<file path="config.mk">
export PLATFORM = sky130hd
export DESIGN_NAME = bus_mem_if_flat
export DESIGN_NICKNAME = d
export VERILOG_FILES = /design/src/rtl/lc3_pkg.sv /design/src/rtl/bus_mem_if_if.sv /design/src/rtl/ld_reg16.sv /design/src/rtl/bus_mem_if.sv /design/src/flat_wrapper.sv
export SDC_FILE = /design/constraint.sdc
export NUM_CORES = 1
export LEC_CHECK = 0
export CAP_MARGIN = 10
export CORE_MARGIN = 1.5
export CORE_UTILIZATION = 39
export DETAILED_ROUTE_END_ITERATION = 10
export PLACE_DENSITY = 0.85
export SLEW_MARGIN = 0
export SYNTH_ARGS = -nofsm -noshare
export SYNTH_HDL_FRONTEND = slang
export SYNTH_SLANG_ARGS = --single-unit
</file>
<file path="constraint.sdc">
create_clock -name Clk -period 2.7 [get_ports Clk]
set_input_delay 0.54 -clock Clk [delete_from_list [all_inputs] [get_ports Clk]]
set_output_delay 0.54 -clock Clk [all_outputs]
set_load 0.02 [all_outputs]
</file>
<file path="src/rtl/lc3_pkg.sv">
// Shared types and constants for the LC-3 style datapath memory interface.
// Holds the memory FSM state encoding and the datapath word width.
package lc3_pkg;

  localparam int WORD_W       = 16;
  localparam int DEFAULT_WAIT = 2;

  typedef enum logic [1:0] {
    IDLE   = 2'd0,
    ACCESS = 2'd1,
    DONE   = 2'd2
  } mem_state_t;

endpackage

</file>
<file path="src/rtl/bus_mem_if_if.sv">
// Datapath bus, ISDU control and SRAM pin bundle for the memory interface block.
// The slave modport is the memory interface; master is the datapath/ISDU/SRAM side.
interface bus_mem_if_if
  import lc3_pkg::*;
#(
  parameter int ADDR_W = 16
) ();

  logic [WORD_W-1:0] Bus;
  logic              LD_MAR;
  logic              LD_MDR;
  logic              MemReq;
  logic              MemWrite;
  logic [ADDR_W-1:0] MAR;
  logic [WORD_W-1:0] MDR;
  logic              Ready;
  logic              Done;
  logic [ADDR_W-1:0] Mem_Addr;
  logic [WORD_W-1:0] Mem_WData;
  logic [WORD_W-1:0] Mem_RData;
  logic              Mem_CE_n;
  logic              Mem_OE_n;
  logic              Mem_WE_n;

  modport slave (
    input  Bus, LD_MAR, LD_MDR, MemReq, MemWrite, Mem_RData,
    output MAR, MDR, Ready, Done, Mem_Addr, Mem_WData,
           Mem_CE_n, Mem_OE_n, Mem_WE_n
  );

  modport master (
    output Bus, LD_MAR, LD_MDR, MemReq, MemWrite, Mem_RData,
    input  MAR, MDR, Ready, Done, Mem_Addr, Mem_WData,
           Mem_CE_n, Mem_OE_n, Mem_WE_n
  );

endinterface

</file>
<file path="src/rtl/ld_reg16.sv">
// Load-enabled register with asynchronous active-low clear; holds when ld_i is low.
module ld_reg16
  import lc3_pkg::*;
#(
  parameter int W = WORD_W
) (
  input  logic         clk_i,
  input  logic         rst_ni,
  input  logic         ld_i,
  input  logic [W-1:0] d_i,
  output logic [W-1:0] q_o
);

  logic [W-1:0] data_q;

  always_ff @(posedge clk_i or negedge rst_ni) begin
    if (!rst_ni) begin
      data_q <= '0;
    end else if (ld_i) begin
      data_q <= d_i;
    end
  end

  assign q_o = data_q;

endmodule

</file>
<file path="src/rtl/bus_mem_if.sv">
// Bus consumer owning MAR/MDR and running single-word SRAM accesses with fixed wait states.
// SRAM strobes decode from registered state only, so input activity cannot glitch them.
module bus_mem_if
  import lc3_pkg::*;
#(
  parameter int WAIT_CYCLES = DEFAULT_WAIT,
  parameter int ADDR_W      = 16
) (
  input  logic          Clk,
  input  logic          Reset,
  bus_mem_if_if.slave   bus
);

  localparam logic [3:0] WAIT_M1 = 4'(WAIT_CYCLES - 1);

  mem_state_t        state_q, state_d;
  logic [3:0]        cnt_q, cnt_d;
  logic              op_q, op_d;

  logic              mar_ld;
  logic              mdr_ld;
  logic [WORD_W-1:0] mdr_d;
  logic [ADDR_W-1:0] mar;
  logic [WORD_W-1:0] mdr;

  ld_reg16 #(.W(ADDR_W)) u_mar (
    .clk_i  (Clk),
    .rst_ni (Reset),
    .ld_i   (mar_ld),
    .d_i    (ADDR_W'(bus.Bus)),
    .q_o    (mar)
  );

  ld_reg16 #(.W(WORD_W)) u_mdr (
    .clk_i  (Clk),
    .rst_ni (Reset),
    .ld_i   (mdr_ld),
    .d_i    (mdr_d),
    .q_o    (mdr)
  );

  always_ff @(posedge Clk or negedge Reset) begin
    if (!Reset) begin
      state_q <= IDLE;
      cnt_q   <= '0;
      op_q    <= 1'b0;
    end else begin
      state_q <= state_d;
      cnt_q   <= cnt_d;
      op_q    <= op_d;
    end
  end

  always_comb begin
    state_d = state_q;
    cnt_d   = cnt_q;
    op_d    = op_q;
    mar_ld  = 1'b0;
    mdr_ld  = 1'b0;
    mdr_d   = bus.Bus;
    unique case (state_q)
      IDLE: begin
        mar_ld = bus.LD_MAR;
        mdr_ld = bus.LD_MDR;
        if (bus.MemReq) begin
          op_d    = bus.MemWrite;
          cnt_d   = WAIT_M1;
          state_d = ACCESS;
        end
      end
      ACCESS: begin
        if (cnt_q == 4'd0) begin
          state_d = DONE;
          // Read data takes the MDR mux on the final access edge, overriding any bus load.
          if (!op_q) begin
            mdr_ld = 1'b1;
            mdr_d  = bus.Mem_RData;
          end
        end else begin
          cnt_d = cnt_q - 4'd1;
        end
      end
      DONE: begin
        state_d = IDLE;
      end
      default: begin
        state_d = IDLE;
      end
    endcase
  end

  assign bus.MAR       = mar;
  assign bus.MDR       = mdr;
  assign bus.Mem_Addr  = mar;
  assign bus.Mem_WData = mdr;
  assign bus.Ready     = (state_q == IDLE);
  assign bus.Done      = (state_q == DONE);
  assign bus.Mem_CE_n  = (state_q != ACCESS);
  assign bus.Mem_OE_n  = !((state_q == ACCESS) && !op_q);
  assign bus.Mem_WE_n  = !((state_q == ACCESS) && op_q);

endmodule

</file>
<file path="src/flat_wrapper.sv">
// flat-port wrapper written by rule: the top's interface ports become plain ports
module bus_mem_if_flat import lc3_pkg::*;
#(
  parameter int WAIT_CYCLES = DEFAULT_WAIT,
  parameter int ADDR_W      = 16
)
  (Clk, Reset, bus_Bus, bus_LD_MAR, bus_LD_MDR, bus_MemReq, bus_MemWrite, bus_Mem_RData, bus_MAR, bus_MDR, bus_Ready, bus_Done, bus_Mem_Addr, bus_Mem_WData, bus_Mem_CE_n, bus_Mem_OE_n, bus_Mem_WE_n);
  bus_mem_if_if #(.ADDR_W(ADDR_W)) bus_i ();
  input  logic Clk;
  input  logic Reset;
  input wire logic [$bits(bus_i.Bus)-1:0] bus_Bus;
  input wire logic [$bits(bus_i.LD_MAR)-1:0] bus_LD_MAR;
  input wire logic [$bits(bus_i.LD_MDR)-1:0] bus_LD_MDR;
  input wire logic [$bits(bus_i.MemReq)-1:0] bus_MemReq;
  input wire logic [$bits(bus_i.MemWrite)-1:0] bus_MemWrite;
  input wire logic [$bits(bus_i.Mem_RData)-1:0] bus_Mem_RData;
  output wire logic [$bits(bus_i.MAR)-1:0] bus_MAR;
  output wire logic [$bits(bus_i.MDR)-1:0] bus_MDR;
  output wire logic [$bits(bus_i.Ready)-1:0] bus_Ready;
  output wire logic [$bits(bus_i.Done)-1:0] bus_Done;
  output wire logic [$bits(bus_i.Mem_Addr)-1:0] bus_Mem_Addr;
  output wire logic [$bits(bus_i.Mem_WData)-1:0] bus_Mem_WData;
  output wire logic [$bits(bus_i.Mem_CE_n)-1:0] bus_Mem_CE_n;
  output wire logic [$bits(bus_i.Mem_OE_n)-1:0] bus_Mem_OE_n;
  output wire logic [$bits(bus_i.Mem_WE_n)-1:0] bus_Mem_WE_n;
  assign bus_i.Bus = bus_Bus;
  assign bus_i.LD_MAR = bus_LD_MAR;
  assign bus_i.LD_MDR = bus_LD_MDR;
  assign bus_i.MemReq = bus_MemReq;
  assign bus_i.MemWrite = bus_MemWrite;
  assign bus_i.Mem_RData = bus_Mem_RData;
  assign bus_MAR = bus_i.MAR;
  assign bus_MDR = bus_i.MDR;
  assign bus_Ready = bus_i.Ready;
  assign bus_Done = bus_i.Done;
  assign bus_Mem_Addr = bus_i.Mem_Addr;
  assign bus_Mem_WData = bus_i.Mem_WData;
  assign bus_Mem_CE_n = bus_i.Mem_CE_n;
  assign bus_Mem_OE_n = bus_i.Mem_OE_n;
  assign bus_Mem_WE_n = bus_i.Mem_WE_n;
  bus_mem_if #(.WAIT_CYCLES(WAIT_CYCLES), .ADDR_W(ADDR_W)) u_core (.Clk(Clk), .Reset(Reset), .bus(bus_i));
endmodule
</file>
==> results list, run 1 <==
- ANT nets after route: 0
- At the worst endpoint, the required time is approximately 2.2 ns.
- Synthesis instantiated 27 different standard cells from the library.
- Iteration-0 DRC Markers: between 70 and 80
* Worst-case vdd ir drop: 0.000731 V
* Cell area after layout: ~0.003 mm^2
- Detailed-route wire length per cell: approximately 16 um
- The worst setup path is launched from a flop.
* Netlist area before placement: slightly below 0.002 mm^2
* Hold WC Path Type: input pin to asynchronous set/reset pin
- The repair_antennas step left the layout with diodes totalling 0.
- Fin Setup TNS: 0 ns
- CTS H-tree depth: 2
- Count of yosys warnings during synthesis: 0
- Pin count of the biggest net entering global routing: 40
- The final layout contains 280 nets.
* Detailed-placement wirelength estimate: 3480 um
* Clock sink total: 39
- Die Ht: 74.2 um
- Nets in the synthesized netlist: roughly 210
- Portion of the post-synthesis area used by sequential elements: 49.4%
- The floorplan step defined a die boundary enclosing 0.00550 mm^2.
- Root Buffer: sky130_fd_sc_hd__clkbuf_8
- The clock reaches the later pin of the worst-skew pair after approximately 0.29 ns.
- The hold violation count in the final report came to 0.
* Synthesized flop and latch total: 39
- Number of synthesized flops with an enable pin: 0
- Relative to the synthesized area, the layout overhead comes to 49.1%.
* Period minus WS final: between 2 and 2.5 ns
* Total grt overflow: 0
- The floorplan has 25 rows.
- Setup repair after global routing left no endpoint under its margin.
- Buffer levels on the longest clock path: 2
- The die is roughly 74 um wide.
- For this run, design rule violations remaining after detail routing come to 0.
- Of the cells placed in the final design, the portion with a size suffix greater than 1 is between 10% and 20%.
* Number of optimization iterations in the first detailed-route pass: 4
* Count of buffers added by post-CTS timing repair for setup: 0
- Number of port buffers: between 100 and 150
* First-pass GRT wire length: 7090 um
- Critical setup path kind: flop to output pin
- The region available for standard cell placement spans 0.00479 mm^2.
- In the layout the commonest cells are sky130_fd_sc_hd__clkdlybuf4s50_1 (105), sky130_fd_sc_hd__dfrtp_1 (39), sky130_fd_sc_hd__mux2_2 (17).
* Slew at the pin closest to its max-slew limit: roughly 0.85 ns
* Overall power after layout: roughly 4200 uW
* Status: finished, final reports clean
- In the post-route analysis, the smallest setup slack over all paths is 0.327 ns.
- For the worst setup path, the data arrival time is 1.83 ns.
* Share of the cycle needed by the critical path after routing: between 80 and 90%
* Clk_skew: 0.00642 ns
- The number of antenna violations at the first check in global routing came to 0.
- Via count: approximately 1.5k
- Across all hold checks on the routed design, the worst slack comes to about 0.35 ns.
- Post-detailed-routing wire length: roughly 4800 um
- Num CTS Buffers: 5
* Synth Instances: about 170
- Max_slew headroom: approximately 43%
- GPL Wtd Cong: between 0.7 and 0.8
* Max-cap viol count: 0
- Number of hold buffers added after cts: 0
- Clock-pin transition on the worst setup and hold timing paths: approximately 0.08 ns
- Final number of setup-violating endpoints: 0
- Per-cell via count in the routed design: around 4.9
- Counting cells, the worst reg-to-reg path comes to 5.
* Vias in the first global route: about 1.4k
- Timing would allow up to around 0.42 GHz.
* Post-CTS resize count: 0
* Post-DP Area: around 0.0028 mm^2
* Power density normalized to cell area: 1430 mW/mm^2
- The initial utilization of the core area, before any placement, comes to 41.3%.
- Overall track demand over capacity in global routing: between 10% and 20%
- Static power due to leakage: 0.00118 uW
- The max-slew violation total from the final report is 0.
- Clock tree from TritonCTS: yes
- Dividing the synthesized area by the synthesized cell count gives about 12 um^2.
- The library cell used most frequently in the layout, excluding fill and tap cells, is sky130_fd_sc_hd__clkdlybuf4s50_1.
- Worst Path Max Fanout: 9
- Timing analysis after detailed placement gives a worst setup slack of roughly 0.46 ns.
- The worst setup path is captured at an output pin.
- The most used flip-flop cell after synthesis is sky130_fd_sc_hd__dfrtp_1.
- Num ports: between 100 and 150
- Synth async-reset ratio: 100%
==> synth_stat cells, drive strengths merged, types with 3 or more instances <==
cell type	count	area share [%]
buf	38	14
inv	4	0.76
o21ai	3	1.3
clkbuf	3	0.57
mux2	17	9.7
or3	16	5.1
dfrtp	39	49
nand2	6	1.1
or3b	3	1.3
o221a	16	9.1
nor2	5	0.95
==> cell families after synthesis <==
logic type	Yosys count	synth area share (%)
multiplexers	18	10.2
adder cells (fa/ha/maj)	2	1.27
AND/OR/NAND/NOR	40	11.6
AO/OA/AOI/OAI	22	11.8
flip-flops	39	49.4
buffers and inverters	45	15.8
==> path summary, 6_finish.rpt <==
path                       slack [ns]             endpoint                 from
max in group asynchronous        1.82      u_core.cnt_q[3]                Reset
hold / removal                   0.35  u_core.u_mdr.q_o[6]                Reset
min in group Clk                 0.53  u_core.u_mar.q_o[2]  u_core.u_mar.q_o[2]
setup reg to reg                 0.54  u_core.u_mdr.q_o[3]      u_core.cnt_q[0]
hold reg to reg                  0.53  u_core.u_mar.q_o[2]  u_core.u_mar.q_o[2]
setup / recovery                 0.33         bus_Mem_CE_n    u_core.state_q[0]
==> final cells by class <==
type	instances	area, um^2
sequential	39	976
fill	396	1840
tap	67	83.8
multi-input combinational	82	688
clock buffer	5	68.8
timing repair buffer	108	1070
clock inverter	3	43.8
inverter	4	15.0
==> through the flow <==
stage / cells / utilization (%)
6_report: 308 / 61.6
5_1_grt: 308 / 61.6
4_1_cts: 308 / 61.6
3_5_place_dp: 300 / 59.2
3_3_place_gp: 300 / 59.2
2_1_floorplan: 166 / -
==> per-layer routing <==
layer / global-route usage, % / share of wire [%]
met1: 22.0 / 41
met2: 29.4 / 49
met3: 5.42 / 9.1
met4: 5.56 / 1.1
met5: 0 / 0
==> sequential cells by signal (all words and copies together) (netlist names) <==
register          flops
u_core.cnt_q          4
u_core.op_q           1
u_core.state_q        2
u_core.u_mar.q_o     16
u_core.u_mdr.q_o     16
==> power breakdown <==
part,leakage [uW],switching [uW],internal [uW]
Combinational,0.000667,1260,1320
Clock,0.0000581,211,275
Sequential,0.000451,252,881
==> critical path, stage by stage (launching register included) <==
cell and delay, ns:
sky130_fd_sc_hd__dfrtp_1 0.49, sky130_fd_sc_hd__nor2b_1 0.38, sky130_fd_sc_hd__inv_1 0.11, sky130_fd_sc_hd__clkdlybuf4s50_1 0.57
(Power assumes the default switching activity.)
==> inputs of run 2 (changes only) <==
--- a/config.mk
+++ b/config.mk
@@ -5,6 +5,7 @@
 export SDC_FILE = /design/constraint.sdc
 export NUM_CORES = 1
 export LEC_CHECK = 0
+export ABC_CLOCK_PERIOD_IN_PS = 2700
 export CAP_MARGIN = 10
 export CORE_MARGIN = 1.5
 export CORE_UTILIZATION = 39
==> results of run 2 <==
The final DEF is identical to that of run 1; final timing and power are the same.
